### src/rtl/console_pkg.sv
// Shared constants and types for the UART-to-VGA text console.
// Character codes, controller states and byte classification.
package console_pkg;

  localparam logic [7:0] CHR_BS    = 8'h08;
  localparam logic [7:0] CHR_TAB   = 8'h09;
  localparam logic [7:0] CHR_LF    = 8'h0A;
  localparam logic [7:0] CHR_FF    = 8'h0C;
  localparam logic [7:0] CHR_CR    = 8'h0D;
  localparam logic [7:0] CHR_SPACE = 8'h20;
  localparam logic [7:0] CHR_DEL   = 8'h7F;

  typedef enum logic [1:0] {
    CLR_ALL,
    IDLE,
    CLR_ROW
  } state_e;

  function automatic logic is_print(input logic [7:0] c);
    return (c >= CHR_SPACE) && (c != CHR_DEL);
  endfunction

endpackage

### src/rtl/vga_console_ctrl_if.sv
// Byte-stream handshake plus text-buffer write port of the console.
// The controller is the slave side; source and buffer sit on master.
interface vga_console_ctrl_if #(
  parameter int ROW_W = 6,
  parameter int COL_W = 8
);

  logic [7:0]             in_data;
  logic                   in_valid;
  logic                   in_ready;
  logic [ROW_W+COL_W-1:0] vga_waddr;
  logic [7:0]             vga_wdata;
  logic                   vga_wr_en;

  modport master (
    output in_data,
    output in_valid,
    input  in_ready,
    input  vga_waddr,
    input  vga_wdata,
    input  vga_wr_en
  );

  modport slave (
    input  in_data,
    input  in_valid,
    output in_ready,
    output vga_waddr,
    output vga_wdata,
    output vga_wr_en
  );

endinterface

### src/rtl/vga_console_ctrl.sv
// Terminal sequencer: UART bytes in, text-buffer writes out.
// Tracks cursor, wraps, scrolls and clears rows as they are entered.
module vga_console_ctrl
  import console_pkg::*;
#(
  parameter int COLS     = 160,
  parameter int ROWS     = 64,
  parameter int VIS_ROWS = 60,
  parameter int COL_W    = 8,
  parameter int ROW_W    = 6
) (
  input  logic             clk48,
  input  logic             rst_n,
  vga_console_ctrl_if.slave bus,
  output logic [ROW_W-1:0] cursor_row,
  output logic [COL_W-1:0] cursor_col,
  output logic [ROW_W-1:0] scroll_row,
  output logic             busy
);

  localparam logic [COL_W-1:0] COL_LAST = COL_W'(COLS - 1);
  localparam logic [ROW_W-1:0] ROW_LAST = ROW_W'(ROWS - 1);
  localparam logic [COL_W:0]   COLS_V   = (COL_W+1)'(COLS);
  localparam logic [ROW_W:0]   VIS_LIM  = (ROW_W+1)'(VIS_ROWS);

  state_e state_q, state_d;

  logic [ROW_W-1:0] row_q, row_d;
  logic [COL_W-1:0] col_q, col_d;
  logic [ROW_W-1:0] scr_q, scr_d;

  logic [ROW_W-1:0] clr_row_q, clr_row_d;
  logic [COL_W-1:0] clr_col_q, clr_col_d;
  logic             clr_last_q, clr_last_d;

  logic                   we_q, we_d;
  logic [ROW_W+COL_W-1:0] waddr_q, waddr_d;
  logic [7:0]             wdata_q, wdata_d;

  logic [ROW_W-1:0] nl_row;
  logic [ROW_W-1:0] nl_dist;
  logic [COL_W:0]   tab_col;
  logic             nl;
  logic [7:0]       b;

  assign b       = bus.in_data;
  assign nl_row  = row_q + 1'b1;
  assign nl_dist = nl_row - scr_q;
  assign tab_col = {1'b0, col_q | COL_W'(7)} + 1'b1;

  always_comb begin
    state_d    = state_q;
    row_d      = row_q;
    col_d      = col_q;
    scr_d      = scr_q;
    clr_row_d  = clr_row_q;
    clr_col_d  = clr_col_q;
    clr_last_d = clr_last_q;
    we_d       = 1'b0;
    waddr_d    = waddr_q;
    wdata_d    = wdata_q;
    nl         = 1'b0;

    unique case (state_q)
      CLR_ALL, CLR_ROW: begin
        if (clr_last_q) begin
          state_d    = IDLE;
          clr_last_d = 1'b0;
        end else begin
          we_d    = 1'b1;
          waddr_d = {clr_row_q, clr_col_q};
          wdata_d = CHR_SPACE;
          if (clr_col_q == COL_LAST) begin
            clr_col_d = '0;
            if (state_q == CLR_ROW || clr_row_q == ROW_LAST)
              clr_last_d = 1'b1;
            else
              clr_row_d = clr_row_q + 1'b1;
          end else begin
            clr_col_d = clr_col_q + 1'b1;
          end
        end
      end

      IDLE: begin
        if (bus.in_valid) begin
          unique case (1'b1)
            is_print(b): begin
              we_d    = 1'b1;
              waddr_d = {row_q, col_q};
              wdata_d = b;
              if (col_q == COL_LAST)
                nl = 1'b1;
              else
                col_d = col_q + 1'b1;
            end
            b == CHR_CR: col_d = '0;
            b == CHR_LF: nl = 1'b1;
            b == CHR_BS: begin
              if (col_q != '0) begin
                col_d   = col_q - 1'b1;
                we_d    = 1'b1;
                waddr_d = {row_q, col_q - 1'b1};
                wdata_d = CHR_SPACE;
              end
            end
            b == CHR_TAB: begin
              if (tab_col >= COLS_V)
                nl = 1'b1;
              else
                col_d = tab_col[COL_W-1:0];
            end
            b == CHR_FF: begin
              row_d      = '0;
              col_d      = '0;
              scr_d      = '0;
              state_d    = CLR_ALL;
              we_d       = 1'b1;
              waddr_d    = '0;
              wdata_d    = CHR_SPACE;
              clr_row_d  = '0;
              clr_col_d  = COL_W'(1);
              clr_last_d = 1'b0;
            end
            default: ;
          endcase

          // A pending character write defers the first clear by a cycle.
          if (nl) begin
            row_d      = nl_row;
            col_d      = '0;
            state_d    = CLR_ROW;
            clr_row_d  = nl_row;
            clr_last_d = 1'b0;
            if ({1'b0, nl_dist} >= VIS_LIM)
              scr_d = scr_q + 1'b1;
            if (we_d) begin
              clr_col_d = '0;
            end else begin
              we_d      = 1'b1;
              waddr_d   = {nl_row, {COL_W{1'b0}}};
              wdata_d   = CHR_SPACE;
              clr_col_d = COL_W'(1);
            end
          end
        end
      end

      default: state_d = CLR_ALL;
    endcase
  end

  always_ff @(posedge clk48 or negedge rst_n) begin
    if (!rst_n) begin
      state_q    <= CLR_ALL;
      row_q      <= '0;
      col_q      <= '0;
      scr_q      <= '0;
      clr_row_q  <= '0;
      clr_col_q  <= '0;
      clr_last_q <= 1'b0;
      we_q       <= 1'b0;
      waddr_q    <= '0;
      wdata_q    <= '0;
    end else begin
      state_q    <= state_d;
      row_q      <= row_d;
      col_q      <= col_d;
      scr_q      <= scr_d;
      clr_row_q  <= clr_row_d;
      clr_col_q  <= clr_col_d;
      clr_last_q <= clr_last_d;
      we_q       <= we_d;
      waddr_q    <= waddr_d;
      wdata_q    <= wdata_d;
    end
  end

  assign bus.in_ready  = (state_q == IDLE);
  assign bus.vga_waddr = waddr_q;
  assign bus.vga_wdata = wdata_q;
  assign bus.vga_wr_en = we_q;

  assign busy       = (state_q != IDLE);
  assign cursor_row = row_q;
  assign cursor_col = col_q;
  assign scroll_row = scr_q;

endmodule

### src/flat_wrapper.sv
// flat-port wrapper written by rule: the top's interface ports become plain ports
module vga_console_ctrl_flat import console_pkg::*;
#(
  parameter int COLS     = 160,
  parameter int ROWS     = 64,
  parameter int VIS_ROWS = 60,
  parameter int COL_W    = 8,
  parameter int ROW_W    = 6
)
  (clk48, rst_n, cursor_row, cursor_col, scroll_row, busy, bus_in_data, bus_in_valid, bus_in_ready, bus_vga_waddr, bus_vga_wdata, bus_vga_wr_en);
  vga_console_ctrl_if #(.ROW_W(ROW_W), .COL_W(COL_W)) bus_i ();
  input  logic clk48;
  input  logic rst_n;
  output logic [ROW_W-1:0] cursor_row;
  output logic [COL_W-1:0] cursor_col;
  output logic [ROW_W-1:0] scroll_row;
  output logic busy;
  input wire logic [$bits(bus_i.in_data)-1:0] bus_in_data;
  input wire logic [$bits(bus_i.in_valid)-1:0] bus_in_valid;
  output wire logic [$bits(bus_i.in_ready)-1:0] bus_in_ready;
  output wire logic [$bits(bus_i.vga_waddr)-1:0] bus_vga_waddr;
  output wire logic [$bits(bus_i.vga_wdata)-1:0] bus_vga_wdata;
  output wire logic [$bits(bus_i.vga_wr_en)-1:0] bus_vga_wr_en;
  assign bus_i.in_data = bus_in_data;
  assign bus_i.in_valid = bus_in_valid;
  assign bus_in_ready = bus_i.in_ready;
  assign bus_vga_waddr = bus_i.vga_waddr;
  assign bus_vga_wdata = bus_i.vga_wdata;
  assign bus_vga_wr_en = bus_i.vga_wr_en;
  vga_console_ctrl #(.COLS(COLS), .ROWS(ROWS), .VIS_ROWS(VIS_ROWS), .COL_W(COL_W), .ROW_W(ROW_W)) u_core (.clk48(clk48), .rst_n(rst_n), .bus(bus_i), .cursor_row(cursor_row), .cursor_col(cursor_col), .scroll_row(scroll_row), .busy(busy));
endmodule
### config.mk
export PLATFORM = sky130hd
export DESIGN_NAME = vga_console_ctrl_flat
export DESIGN_NICKNAME = d
export VERILOG_FILES = /design/src/rtl/console_pkg.sv /design/src/rtl/vga_console_ctrl_if.sv /design/src/rtl/vga_console_ctrl.sv /design/src/flat_wrapper.sv
export SDC_FILE = /design/constraint.sdc
export NUM_CORES = 1
export LEC_CHECK = 0
export ABC_AREA = 0
export CAP_MARGIN = 40
export CORE_MARGIN = 2
export CORE_UTILIZATION = 55
export CTS_CLUSTER_SIZE = 30
export DETAILED_ROUTE_END_ITERATION = 8
export PLACE_DENSITY = 0.8
export SLEW_MARGIN = 20
export SYNTH_ARGS = -nofsm -noshare
export SYNTH_HDL_FRONTEND = slang
export SYNTH_SLANG_ARGS = --single-unit
### constraint.sdc
create_clock -name clk48 -period 3.51 [get_ports clk48]
set_input_delay 0.702 -clock clk48 [delete_from_list [all_inputs] [get_ports clk48]]
set_output_delay 0.702 -clock clk48 [all_outputs]
set_load 0.1 [all_outputs]
==> results of run 1 <==
## worst paths after layout
check | to | slack (ps) | cells past startpoint
min | u_core.bus.vga_wdata[7] | 360 | 1
min in group clk48 | u_core.bus.vga_wdata[6] | 510 | 1
max reg2reg | u_core.scroll_row[0] | 250 | 9
max | u_core.scroll_row[0] | 250 | 9
max in group asynchronous | u_core.state_q[1] | 2250 | 2
min reg2reg | u_core.bus.vga_wdata[6] | 510 | 1
## metrics by stage
stage	power (uW)	area, sq um	std cells	util, %	hold slack, ps
after global routing	4590	5510	669	75.5	413
after detailed placement	3800	5320	653	73.0	496
after CTS	4370	5500	669	75.4	381
after floorplan	2870	4180	477	-	406
after global placement	3390	4820	621	66.1	481
final	4400	5510	669	75.5	363
## sequential cells by signal (all words and copies together) (netlist names)
register,cells
u_core.cursor_row,6
u_core.bus.vga_wr_en,1
u_core.clr_last_q,1
u_core.clr_row_q,6
u_core.scroll_row,6
u_core.bus.vga_wdata,8
u_core.state_q,2
u_core.cursor_col,8
u_core.bus.vga_waddr,14
u_core.clr_col_q,8
## area by class of cell
| cell class | count | area (sq um) | share of cell area, % |
|---|---|---|---|
| Clock buffer | 10 | 138 | 2.50 |
| Inverter | 22 | 82.6 | 1.50 |
| Multi-Input combinational cell | 367 | 2470 | 44.9 |
| Clock inverter | 6 | 38.8 | 0.705 |
| Timing Repair Buffer | 105 | 1140 | 20.8 |
| Tap cell | 99 | 124 | 2.25 |
| Sequential cell | 60 | 1510 | 27.3 |
## logic make-up (layout without fill, tap and decap cells)
| kind of cell | Yosys count | after routing | share of synthesized area, % |
|---|---|---|---|
| compound gates | 169 | 169 | 29.5 |
| fa+ha+maj | 13 | 13 | 3.90 |
| flops | 60 | 60 | 36.0 |
| xor+xnor | 14 | 14 | 3.27 |
| buf+inv | 50 | 143 | 4.92 |
| simple gates | 169 | 169 | 21.9 |
| mux | 2 | 2 | 0.510 |
## critical path, stage by stage (launching register included)
cell                       delay, ps
sky130_fd_sc_hd__dfrtp_2         490
sky130_fd_sc_hd__ha_1            280
sky130_fd_sc_hd__nand3_1         150
sky130_fd_sc_hd__xnor2_2         270
sky130_fd_sc_hd__ha_1            290
sky130_fd_sc_hd__xnor2_1         140
sky130_fd_sc_hd__or4b_2          680
sky130_fd_sc_hd__a311oi_2        350
sky130_fd_sc_hd__o21ai_2         170
sky130_fd_sc_hd__mux2_2          300
## where the power goes
part           switching, uW  internal [uW]  leakage, uW
clock network            306            274    0.0000885
logic                   1790            871      0.00140
registers                277            877     0.000774
## metal layers
| metal | global-route usage, % | share of wire [%] | vias up |
|---|---|---|---|
| li1 | - | - | 2003 |
| met1 | 44.2 | 41 | 2135 |
| met2 | 52.0 | 47 | 273 |
| met3 | 6.64 | 8.7 | 52 |
| met4 | 14.8 | 3.2 | 0 |
| met5 | 0 | 0 | - |
## cell usage in the layout (no fill, tap or decap), drive strengths merged, types with 3 or more instances in the layout
cell type | netlist | layout
clkinv | 1 | 4
nor3 | 21 | 21
o21ai | 36 | 36
xnor2 | 10 | 10
a21oi | 35 | 35
dfrtp | 60 | 60
or3 | 5 | 5
nand2 | 30 | 30
a222oi | 4 | 4
or4b | 5 | 5
o31ai | 9 | 9
buf | 10 | 65
xor2 | 3 | 3
a211oi | 8 | 8
inv | 21 | 22
nor4 | 8 | 8
nand3 | 16 | 16
a221o | 6 | 6
a31oi | 9 | 9
o22ai | 11 | 11
and2 | 5 | 5
clkbuf | 18 | 10
a21o | 3 | 3
o2bb2ai | 8 | 8
nand4 | 6 | 6
nor2 | 48 | 48
a22o | 13 | 13
and3 | 8 | 8
o32ai | 4 | 4
ha | 13 | 13
a21boi | 3 | 3
or2 | 3 | 3
nand2b | 4 | 4
a221oi | 4 | 4
clkdlybuf4s50 | 0 | 40
## repair_timing
| action | 4_1_cts | 5_1_grt |
|---|---|---|
| setup endpoints to repair | 0 | 3 |
| endpoints found under the hold margin | 0 | 0 |
| gates resized for setup | 0 | 1 |
==> run metrics, run 1 <==
Final GP Congestion=0.888; HPWL after DPL=9730 microns; Via density=6.67; TritonCTS clock tree=built; antenna viol nets, final=0; number of post-CTS setup repair buffers=0; Clock Latency Late Sink=360 ps; setup repair after global routing missed its margin=no; hold_buf cts=0; standard cell core area=7290 sq um; buffers from clock root to sink, at most=2; first-pass detailed-route iteration total=5; number of synthesized register bits=60; full die area=8300 sq um; nets in the synthesized netlist=501; Required @ worst endpoint=3750 ps; startpoint of the most critical register-to-register path=u_core.cursor_row[0]; post-layout min period=3260 ps; Final WS setup=246 ps; most common cell in the netlist=sky130_fd_sc_hd__dfrtp_1; mean instance size in the synthesized netlist=8.75 sq um; post-synthesis instance total=about 480; vertical die dimension=91.1 microns; areal power density over the cells=roughly 800 nW/um^2; total of endpoints with negative setup slack in the final report=0; clock tree sinks=60; Hold Fails Final Rpt=0; outcome=complete, no violations; number of warnings issued by yosys=0; IO Port Bufs=55; Site Rows=31; antenna diode count=0; leakage power summed over all cells=0.00227 uW; number of H-tree levels=3; fmax=306 MHz; via count of the first global-routing pass=around 4,400; first-pass GRT wire length=about 22,000 microns; async set or reset register ratio after synthesis=100%; sequential area share after synthesis=36.0%; crit path launch=u_core.cursor_row[0]; Cell Area, Synth=4170 sq um; pre-CTS worst setup slack=between 200 and 250 ps; number of maximum-capacitance violations=0; post-synth top area cell=sky130_fd_sc_hd__dfrtp_1; library cells used by synthesis=76; maximum number of pins on one net before global-route repair=35; worst setup skew after layout=16.1 ps; maximum fanout count along the critical path=10; number of enable flip-flop cells after synthesis=0; average wire per standard cell=between 15 and 20 microns; fraction of final layout cells sized beyond drive strength 1=between 10% and 20%; number of vias after detailed routing=roughly 4,500; transition at the pin with the smallest max-transition slack=809 ps; initial core utilization=57.2%; top cells by area, synth=sky130_fd_sc_hd__dfrtp_1 36%, sky130_fd_sc_hd__nor2_1 4.1%, sky130_fd_sc_hd__a21oi_1 4.0%, sky130_fd_sc_hd__ha_1 3.9%, sky130_fd_sc_hd__o21ai_0 3.7%; max-slew violation count=0; type of the tightest min-delay check=input pin to async pin; Detailed Route Iter0 Violations=350; IO Pins=56; routed wire length=13,300 microns; element type at the critical path end=flip-flop; aggregate global-route resource usage=approximately a third; Filler Cell Count=537; net count of the finished layout=589; remaining max-slew budget at the tightest pin=45.9%; WS Path Type=flip-flop to flip-flop; grt total ovfl=0; Worst setup SP type=flip-flop; Layout Area Growth over Synthesis=31.9%; residual DRC count=0; clk root buf=sky130_fd_sc_hd__clkbuf_8; Yosys top cell area share=36.0%; Commonest cells post-synth=60 x sky130_fd_sc_hd__dfrtp_1, 46 x sky130_fd_sc_hd__nor2_1, 33 x sky130_fd_sc_hd__a21oi_1, 31 x sky130_fd_sc_hd__o21ai_0, 30 x sky130_fd_sc_hd__nand2_1; initial antenna violation count=0; Top FF cell, synth=sky130_fd_sc_hd__dfrtp_1; Clk pin slew, worst setup/hold paths=around 80 ps; die width=91.1 microns; data arrival time at the worst-slack endpoint=3500 ps; maximum ir drop on the vdd rail=approximately 0.00083 V; number of buffers added by the clock tree synthesis step=9; final cycle utilization of the critical path=around 93%; Final TNS setup=0 ps
No activity file was read; power rests on OpenSTA's default activity.
==> inputs of run 2 (changes only) <==
--- a/config.mk
+++ b/config.mk
@@ -11,6 +11,7 @@
 export CORE_UTILIZATION = 55
 export CTS_CLUSTER_SIZE = 30
 export DETAILED_ROUTE_END_ITERATION = 8
+export GPL_ROUTABILITY_DRIVEN = 1
 export PLACE_DENSITY = 0.8
 export SLEW_MARGIN = 20
 export SYNTH_ARGS = -nofsm -noshare
==> results of run 2 <==
Same layout as run 1: the final DEF is identical, and so are final timing and power.
